**src/rtl/ring_pkg.sv**
```systemverilog
// Shared definitions for the ring-driven display scanner: slot count,
// checker/FSM state encoding, hex glyph table and ring rotation helper.
package ring_pkg;

  localparam int N_SLOTS = 8;

  typedef enum logic [1:0] {
    ST_SYNC  = 2'd0,
    ST_RUN   = 2'd1,
    ST_FAULT = 2'd2
  } state_t;

  // Active-low {g,f,e,d,c,b,a} glyphs for 0..F (b and d in lower case).
  function automatic logic [6:0] hex7(input logic [3:0] v);
    logic [6:0] s;
    case (v)
      4'h0: s = 7'h40;
      4'h1: s = 7'h79;
      4'h2: s = 7'h24;
      4'h3: s = 7'h30;
      4'h4: s = 7'h19;
      4'h5: s = 7'h12;
      4'h6: s = 7'h02;
      4'h7: s = 7'h78;
      4'h8: s = 7'h00;
      4'h9: s = 7'h10;
      4'hA: s = 7'h08;
      4'hB: s = 7'h03;
      4'hC: s = 7'h46;
      4'hD: s = 7'h21;
      4'hE: s = 7'h06;
      default: s = 7'h0E;
    endcase
    return s;
  endfunction

  // One ring step: dir=0 moves the hot bit towards the MSB, dir=1 towards the LSB.
  function automatic logic [N_SLOTS-1:0] rot1(input logic [N_SLOTS-1:0] v, input logic dir);
    return dir ? {v[0], v[N_SLOTS-1:1]} : {v[N_SLOTS-2:0], v[N_SLOTS-1]};
  endfunction

endpackage

```
**src/rtl/seg7_hex_decode.sv**
```systemverilog
// Combinational hex nibble to active-low 7-segment glyph.
module seg7_hex_decode
  import ring_pkg::*;
(
  input  logic [3:0] hex,
  output logic [6:0] seg
);

  assign seg = hex7(hex);

endmodule

```
**src/rtl/ring_display_scanner.sv**
```systemverilog
// Uses a one-hot ring counter as the digit strobe of an 8-digit multiplexed
// 7-segment display: checks the ring, double-buffers display data, swaps the
// buffers on ring wrap and counts completed frames.
module ring_display_scanner #(
  parameter int N_SLOTS = 8,
  parameter bit DIR     = 1'b0,
  parameter bit HOLD_OK = 1'b1,
  parameter int FCW     = 16
) (
  input  logic                   clk,
  input  logic                   init,
  input  logic [N_SLOTS-1:0]     ring,
  input  logic                   wr_valid,
  input  logic [4*N_SLOTS-1:0]   wr_data,
  output logic                   wr_ready,
  input  logic                   err_clr,
  output logic [N_SLOTS-1:0]     an,
  output logic [6:0]             seg,
  output logic [FCW-1:0]         frame_cnt,
  output logic                   err
);
  import ring_pkg::*;

  localparam int IW = $clog2(N_SLOTS);
  localparam logic [N_SLOTS-1:0] FIRST      = {{(N_SLOTS-1){1'b0}}, 1'b1};
  // The slot that legally precedes FIRST, i.e. FIRST stepped backwards.
  localparam logic [N_SLOTS-1:0] PREV_FIRST = rot1(FIRST, !DIR);

  logic [N_SLOTS-1:0]   ring_p0, ring_p1;
  logic [4*N_SLOTS-1:0] shadow, active;
  logic                 pending;
  state_t               state, state_nx;
  logic                 legal, step_ok, wrap, swap, bump, set_err, wr_acc;
  logic                 vld_p1;
  logic [IW-1:0]        idx_p1;
  logic [3:0]           nib_p1;
  logic [6:0]           glyph_p1;

  assign legal    = $onehot(ring_p0);
  assign step_ok  = (ring_p0 == rot1(ring_p1, DIR)) || (HOLD_OK && (ring_p0 == ring_p1));
  assign wrap     = (ring_p0 == FIRST) && (ring_p1 == PREV_FIRST);
  assign wr_ready = ~pending;
  assign wr_acc   = wr_valid && !pending;
  assign vld_p1   = (state == ST_RUN);

  // Stage p0/p1: register the ring, then delay it one more cycle for step checks and display.
  always_ff @(posedge clk) begin
    if (init) begin
      ring_p0 <= '0;
      ring_p1 <= '0;
    end else begin
      ring_p0 <= ring;
      ring_p1 <= ring_p0;
    end
  end

  // Checker FSM next state: SYNC waits for slot 0, RUN checks every step, FAULT waits for err_clr.
  always_comb begin
    state_nx = state;
    swap     = 1'b0;
    bump     = 1'b0;
    set_err  = 1'b0;
    case (state)
      ST_SYNC: begin
        if (ring_p0 == FIRST) begin
          state_nx = ST_RUN;
          swap     = pending;
        end
      end
      ST_RUN: begin
        if (!legal || !step_ok) begin
          state_nx = ST_FAULT;
          set_err  = 1'b1;
        end else if (wrap) begin
          bump = 1'b1;
          swap = pending;
        end
      end
      ST_FAULT: begin
        if (err_clr) state_nx = ST_SYNC;
      end
      default: state_nx = ST_SYNC;
    endcase
  end

  // Control state: FSM, sticky error, frame counter and shadow-pending flag.
  always_ff @(posedge clk) begin
    if (init) begin
      state     <= ST_SYNC;
      err       <= 1'b0;
      frame_cnt <= '0;
      pending   <= 1'b0;
    end else begin
      state <= state_nx;
      if (set_err)      err <= 1'b1;
      else if (err_clr) err <= 1'b0;
      if (bump) frame_cnt <= frame_cnt + 1'b1;
      // A write can only be accepted while nothing is pending, so it never races a swap.
      if (swap)        pending <= 1'b0;
      else if (wr_acc) pending <= 1'b1;
    end
  end

  // Double buffer: writes land in shadow, active only changes at a frame boundary.
  always_ff @(posedge clk) begin
    if (init) begin
      shadow <= '0;
      active <= '0;
    end else begin
      if (wr_acc) shadow <= wr_data;
      if (swap)   active <= shadow;
    end
  end

  // Digit index of the delayed strobe (lowest set bit wins).
  always_comb begin
    idx_p1 = '0;
    for (int i = N_SLOTS - 1; i >= 0; i--) begin
      if (ring_p1[i]) idx_p1 = IW'(i);
    end
  end

  assign nib_p1 = active[{idx_p1, 2'b00} +: 4];

  seg7_hex_decode u_dec (
    .hex (nib_p1),
    .seg (glyph_p1)
  );

  // Stage p2: registered anode/segment drive, blanked outside RUN.
  always_ff @(posedge clk) begin
    if (init) begin
      an  <= '1;
      seg <= 7'h7F;
    end else if (vld_p1) begin
      an  <= ~ring_p1;
      seg <= glyph_p1;
    end else begin
      an  <= '1;
      seg <= 7'h7F;
    end
  end

endmodule

```
**config.mk**
```make
export PLATFORM = sky130hd
export DESIGN_NAME = ring_display_scanner
export DESIGN_NICKNAME = d
export VERILOG_FILES = /design/src/rtl/ring_pkg.sv /design/src/rtl/seg7_hex_decode.sv /design/src/rtl/ring_display_scanner.sv
export SDC_FILE = /design/constraint.sdc
export NUM_CORES = 1
export LEC_CHECK = 0
export CAP_MARGIN = 20
export CORE_ASPECT_RATIO = 1.25
export CORE_MARGIN = 2
export CORE_UTILIZATION = 25
export CTS_CLUSTER_SIZE = 12
export DETAILED_ROUTE_END_ITERATION = 8
export GPL_TIMING_DRIVEN = 0
export PLACE_DENSITY = 0.5
export SYNTH_ARGS = -nofsm -noshare
export SYNTH_HDL_FRONTEND = slang
export SYNTH_HIERARCHICAL = 1
export SYNTH_SLANG_ARGS = --single-unit
export TNS_END_PERCENT = 100
```
**constraint.sdc**
```tcl
create_clock -name clk -period 5.9 [get_ports clk]
set_clock_uncertainty 0.15 [all_clocks]
set_input_delay 0.885 -clock clk [delete_from_list [all_inputs] [get_ports clk]]
set_output_delay 0.885 -clock clk [all_outputs]
set_load 0.05 [all_outputs]
```
Yosys cells after proc, flatten, opt, wreduce, memory -nomap -nowiden
Memory sizes are Yosys's and may differ from the RTL's. A register that Yosys moved wholly into a read port is not among the register bits.
Cells that the tools add are included.
{"block": "word_totals", "reg_bits": 108, "latchBits": 0, "ram_bits": 0, "mem_bits_ro": 112, "out_inout_bits": 33, "memories": 1}
{"block": "classes", "add_sub_neg": 8, "n_mul": 0, "div": 0, "order_cmp": 0, "n_eq_ne": 10, "n_shift": 1, "muxes": 23, "n_bitwise": 3, "reduce_logical": 12}
{"name": "(name not given)", "depth": 16, "word_bits": 7, "rd": 1, "rd_clocked_by_memory_dff": 1, "write_ports": 0, "line": "ring_pkg.sv:16", "text": "case (v)"}
{"op": "$shiftx A32 B6 Y4", "count": 1}
{"op": "$mux W3", "count": 8}
{"op": "$add A16 B1 Y16 const B", "count": 1}
{"op": "$eq A8 B8 Y1", "count": 2}
{"op": "$mux W1", "count": 10}
{"op": "$add A1 B1 Y2", "count": 4}
{"op": "$eq A8 B1 Y1 const B", "count": 1}
{"op": "$eq A8 B8 Y1 const B", "count": 1}
{"op": "$not A8 Y8", "count": 1}
{"op": "$add A2 B2 Y3", "count": 2}
{"op": "$mux W2", "count": 3}
{"op": "$pmux W2 S3", "count": 1}
{"op": "$add A3 B3 Y4", "count": 1}
{"op": "$eq A4 B1 Y1 const B", "count": 1}
{"op": "$ne A2 B2 Y1 const B", "count": 2}
{"op": "$reduce_or A2 Y1", "count": 2}
{"op": "$logic_not A1 Y1", "count": 3}
{"op": "$reduce_and A3 Y1", "count": 1}
{"op": "$eq A2 B1 Y1 const B", "count": 1}
{"op": "$eq A2 B2 Y1 const B", "count": 1}
{"op": "$logic_and A1 B1 Y1", "count": 2}
{"op": "$logic_not A2 Y1", "count": 1}
{"op": "$logic_or A1 B1 Y1", "count": 2}
{"op": "$ne A2 B1 Y1 const B", "count": 1}
{"op": "other kinds (3)", "count": 4}

Depth between registers and ports, before layout
{"block": "logic_depth", "word_depth": 9, "mapped_depth": 15}

By module
The synthesis kept the hierarchy.
{"module": "ring_display_scanner", "n_inst": 1, "cells_each": 565, "area_per_inst_um2": 4864.7, "seq_area_each_um2": 2302.2}
{"module": "seg7_hex_decode", "n_inst": 1, "cells_each": 33, "area_per_inst_um2": 274.0, "seq_area_each_um2": 0.0}

Least setup slack after synthesis
No wires, ideal clock.
{"block": "synth_timing", "path_kind": "reg-to-reg", "startpoint": "register ring_p0[0]", "endpoint": "register frame_cnt[10]", "setup_time_ps": 121, "arrival_ps": 3833, "required_time_ps": 5629, "setup_slack_ps": 1797, "path_stages_with_launch": 15, "cell_sequence": "dfxtp_1 > inv_1 > fa_1 > fa_1 > fa_1 > inv_1 > ha_1 > inv_1 > fa_1 > a211oi_1 > mux2_2 > and3_1 > nand3_1 > nor3_1 > mux2_2"}
{"block": "synth_via", "elab_chain_len": 8, "elab_cells_between_ends": 15, "cone_classes": "add/sub: 3; eq/ne: 4; mux: 3; reduce/logical: 5"}
{"element": "from (decl)", "line": "ring_display_scanner.sv:29", "text": "logic [N_SLOTS-1:0] ring_p0, ring_p1;"}
{"element": "from (signal assigned)", "line": "ring_display_scanner.sv:52", "text": "ring_p0 <= ring;"}
{"element": "$add A1 B1 Y2 (not written as such)", "line": "ring_display_scanner.sv:39", "text": "assign legal = $onehot(ring_p0);"}
{"element": "$add A2 B2 Y3 (not written as such)", "line": "ring_display_scanner.sv:39"}
{"element": "$add A3 B3 Y4 (not written as such)", "line": "ring_display_scanner.sv:39"}
{"element": "$eq A4 B1 Y1", "line": "ring_display_scanner.sv:39"}
{"element": "$logic_not A1 Y1", "line": "ring_display_scanner.sv:71", "text": "if (!legal || !step_ok) begin"}
{"element": "$logic_or A1 B1 Y1", "line": "ring_display_scanner.sv:71"}
{"element": "$mux W1 (*)", "line": "ring_display_scanner.sv:71"}
{"element": "$mux W1 (*)", "line": "ring_display_scanner.sv:63", "text": "case (state)"}
{"element": "to (signal assigned)", "line": "ring_display_scanner.sv:97", "text": "if (bump) frame_cnt <= frame_cnt + 1'b1;"}
{"element": "to (decl)", "line": "ring_display_scanner.sv:19", "text": "output logic [FCW-1:0] frame_cnt,"}
Every way passes the cells marked *; elsewhere a longest branch is shown, timed or not.
A chain may end at the register's enable or synchronous reset.

Worst setup path in the final report
{"block": "layout_timing", "startpoint": "register ring_p0[0]", "endpoint": "register frame_cnt[14]"}
Same word-level chain as after synthesis.

==> key figures <==
Outcome
  • Status: finished, final reports clean

Floorplan
  • Initial core utilization: 0.255
  • FP Rows: 58
  • Die Span X: 132 um
  • Ports: 77
  • Die Y-Extent: 164 um
  • CORE AREA: 20,200 um^2
  • Die area: 21,700 um^2

Min path
  • Hold Crit Depth: 2
  • Hold Path Origin: shadow[3]
  • Hold Path Class: flip-flop to flip-flop

Route
  • Drt via density: 4.46
  • Vias: 4,351
  • Final WL: 13.1 mm
  • DR pass1 iterations: 4
  • Post-DRT Antenna Nets: 0
  • Iteration-0 DRC Markers: 193
  • DRC viols: 0
  • WL/cell: 13.4 um

Critical path
  • Endpoint arrival time on the critical path: 4.67 ns
  • Worst-path fanout max: 10
  • CP Data Required Time: 6.05 ns
  • Crit path launch type: flip-flop
  • Worst Setup SP: ring_p0[0]
  • FF-to-FF path depth: 14
  • Crit end category: flip-flop
  • Reg2reg start: ring_p0[0]
  • Setup Crit Path Kind: flip-flop to flip-flop

Clocking
  • Total CTS buffers: 17
  • PostCTS Resize Cnt: 0
  • Hold buffers post-CTS: 0
  • CTS root buffer: clkbuf_16
  • Clk sinks: 115
  • Clock Path Buffers: 2
  • Setup bufs post-CTS: 0
  • H-Tree Level Count: 4
  • CTS clock-pin slew for the worst setup and hold paths: 0.06 ns
  • TritonCTS clock tree: yes
  • Worst-Skew Late Latency: 0.42 ns

GRT
  • Vias in the first global route: 4,358
  • Initial antenna violation count: 0
  • First-pass GRT wire length: 21.6 mm
  • Overflow after GRT: 0
  • GRT Total Usage: 0.127
  • Largest net degree at the start of global routing: 17

Placement
  • GPL Wtd Cong: 0.763
  • Placed inst area: 6230 um^2
  • Buffers added on ports: 75
  • Hpwl dp: 9.89 mm
  • Placed cell count: 943

Timing
  • Max-slew violations: 0
  • Setup Viol. Count Final: 0
  • Period utilization: 0.766
  • RSZ-0062 raised after global routing: no
  • Fmax: 0.221 GHz
  • Pin slew with the least headroom to its limit: 0.683 ns
  • Max transition margin: 0.545
  • Final min period: 4.52 ns
  • Setup TNS: 0 ns
  • Hold Violations, Final: 0

Power and ir drop
  • Seq pwr share: 0.402
  • Final Power: 2.02 mW
  • Pleak: 2.50 nW
  • Internal: 1.55 mW
  • Clock share of power: 0.512
  • Pwr dens: 296 nW/um^2
  • P_sw: 0.466 mW
  • Sw Ratio: 0.231
  • Maximum VDD drop: 201 uV
  • Logic pwr share: 0.086

Logic synthesis
  • Register area share after synthesis: 0.448
  • Number of synthesized flops with an enable pin: 0
  • Post-synth top cells: 115 x dfxtp_1, 89 x nand2_1, 69 x a21oi_1
  • Prevailing post-synth register cell: dfxtp_1
  • Async SR Flop Fraction: 0
  • Combinational family with the most area after synthesis: simple AND/OR/NAND/NOR gates
  • Largest area contributor in the netlist: dfxtp_1
  • Synth Warn #: 6
  • Avg Inst Size Synth: 8.59 um^2
  • XOR/XNOR share of the synthesized area: 0.0324
  • Synth Area in Simple Gates: 0.205
  • Compound-Gate Fraction of Synth Area: 0.131
  • Synth area leaders: dfxtp_1 45%, a21oi_1 6.7%, nand2_1 6.5%
  • Post-synth top area share: 0.448
  • Synth cell types: 43
  • Netlist Area Pre-Place: 5140 um^2
  • Most common cell in the netlist: dfxtp_1
  • Synth Instances: 598
  • Multiplexer area fraction after synthesis: 0.0867
  • Adder-Cell Fraction of Synth Area: 0.0448
  • Number of synthesized register bits: 115
  • Post-synth net total: 658

Layout
  • Final core utilization: 0.338
  • Area growth syn-to-layout: 32.8%
  • Ant diodes: 0
  • Layout cells sized above 1: 0.0723
  • # nets final: 752
  • Post-route design area: 6820 um^2
  • Post-Layout Cell Count: 975

Flow run
  • Max cap viols: 0
cells by family after synthesis:
logic type / count (synthesis)
AO/OA/AOI/OAI: 123
XOR/XNOR: 19
adder cells (fa/ha/maj): 16
buffers and inverters: 62
flip-flops: 115
multiplexers: 41
AND/OR/NAND/NOR: 222
cell usage in the layout (no fill, tap or decap), drive strengths merged, types with 6 or more instances in the layout:
cell           Yosys  routed
dfxtp            115     115
nand2             89      89
clkdlybuf4s50      0      75
a21oi             69      69
clkbuf            31      53
nand3             41      41
o21ai             39      39
nor2              29      29
mux2i             28      28
nor2b             23      23
inv               22      22
xnor2             16      16
ha                12      12
mux2              12      12
buf                9       9
or3                8       8
nand4              7       7
nor3               7       7
or4                7       7
clkinv             0       6
cell type report:
cell class	count	area, um^2
Tap cell	270	338
Timing Repair Buffer	75	751
Fill cell	2203	13400
Inverter	22	82.6
Buffer	40	183
Multi-Input combinational cell	421	2570
Clock inverter	10	131
Clock buffer	22	464
Sequential cell	115	2300
sequential cells by signal, summed over array words and instances (netlist names):
name and flops:
active 32, an 8, err 1, frame_cnt 16, pending 1, ring_p0 8
ring_p1 8, seg 7, shadow 32, state 2
worst max-delay path, cell delays in order, from the launching register on:
cell and delay, ns:
dfxtp_1 0.42, inv_1 0.12, fa_1 0.56, fa_1 0.43, fa_1 0.43, inv_1 0.06
ha_1 0.16, inv_1 0.05, fa_1 0.37, a211oi_1 0.22, mux2_2 0.19, and3_1 0.21
nand3_1 0.34, nor3_1 0.34, mux2_2 0.36
path summary, 6_finish.rpt:
check / endpoint / slack, ns
setup reg to reg: frame_cnt[14] / 1.38
setup / recovery: frame_cnt[14] / 1.38
hold / removal: shadow[3] / 0.30
hold reg to reg: shadow[3] / 0.30
power by group through the flow:
stage | logic (mW) | registers (mW) | clock network, mW
finish | 0.174 | 0.812 | 1.03
global route | 0.199 | 0.814 | 1.09
CTS | 0.178 | 0.812 | 1.06
detailed placement | 0.177 | 0.829 | 0
global placement | 0.176 | 0.828 | 0
floorplan | 0.112 | 0.825 | 0
metal layers:
layer	vias to the layer above	GRT usage	wire length, um
li1	2234	-	-
met1	2005	0.149	5940
met2	87	0.220	6380
met3	25	0.0340	457
met4	0	0.0547	276
met5	-	0	0
stage by stage:
stage | worst slack [ns] | hold WS [ns]
final | 1.38 | 0.303
after global routing | 1.06 | 0.321
after CTS | 1.35 | 0.307
after detailed placement | 1.36 | 0.299
after global placement | 1.38 | 0.295
after floorplan | 1.80 | 0.264
(Power assumes the default switching activity.)
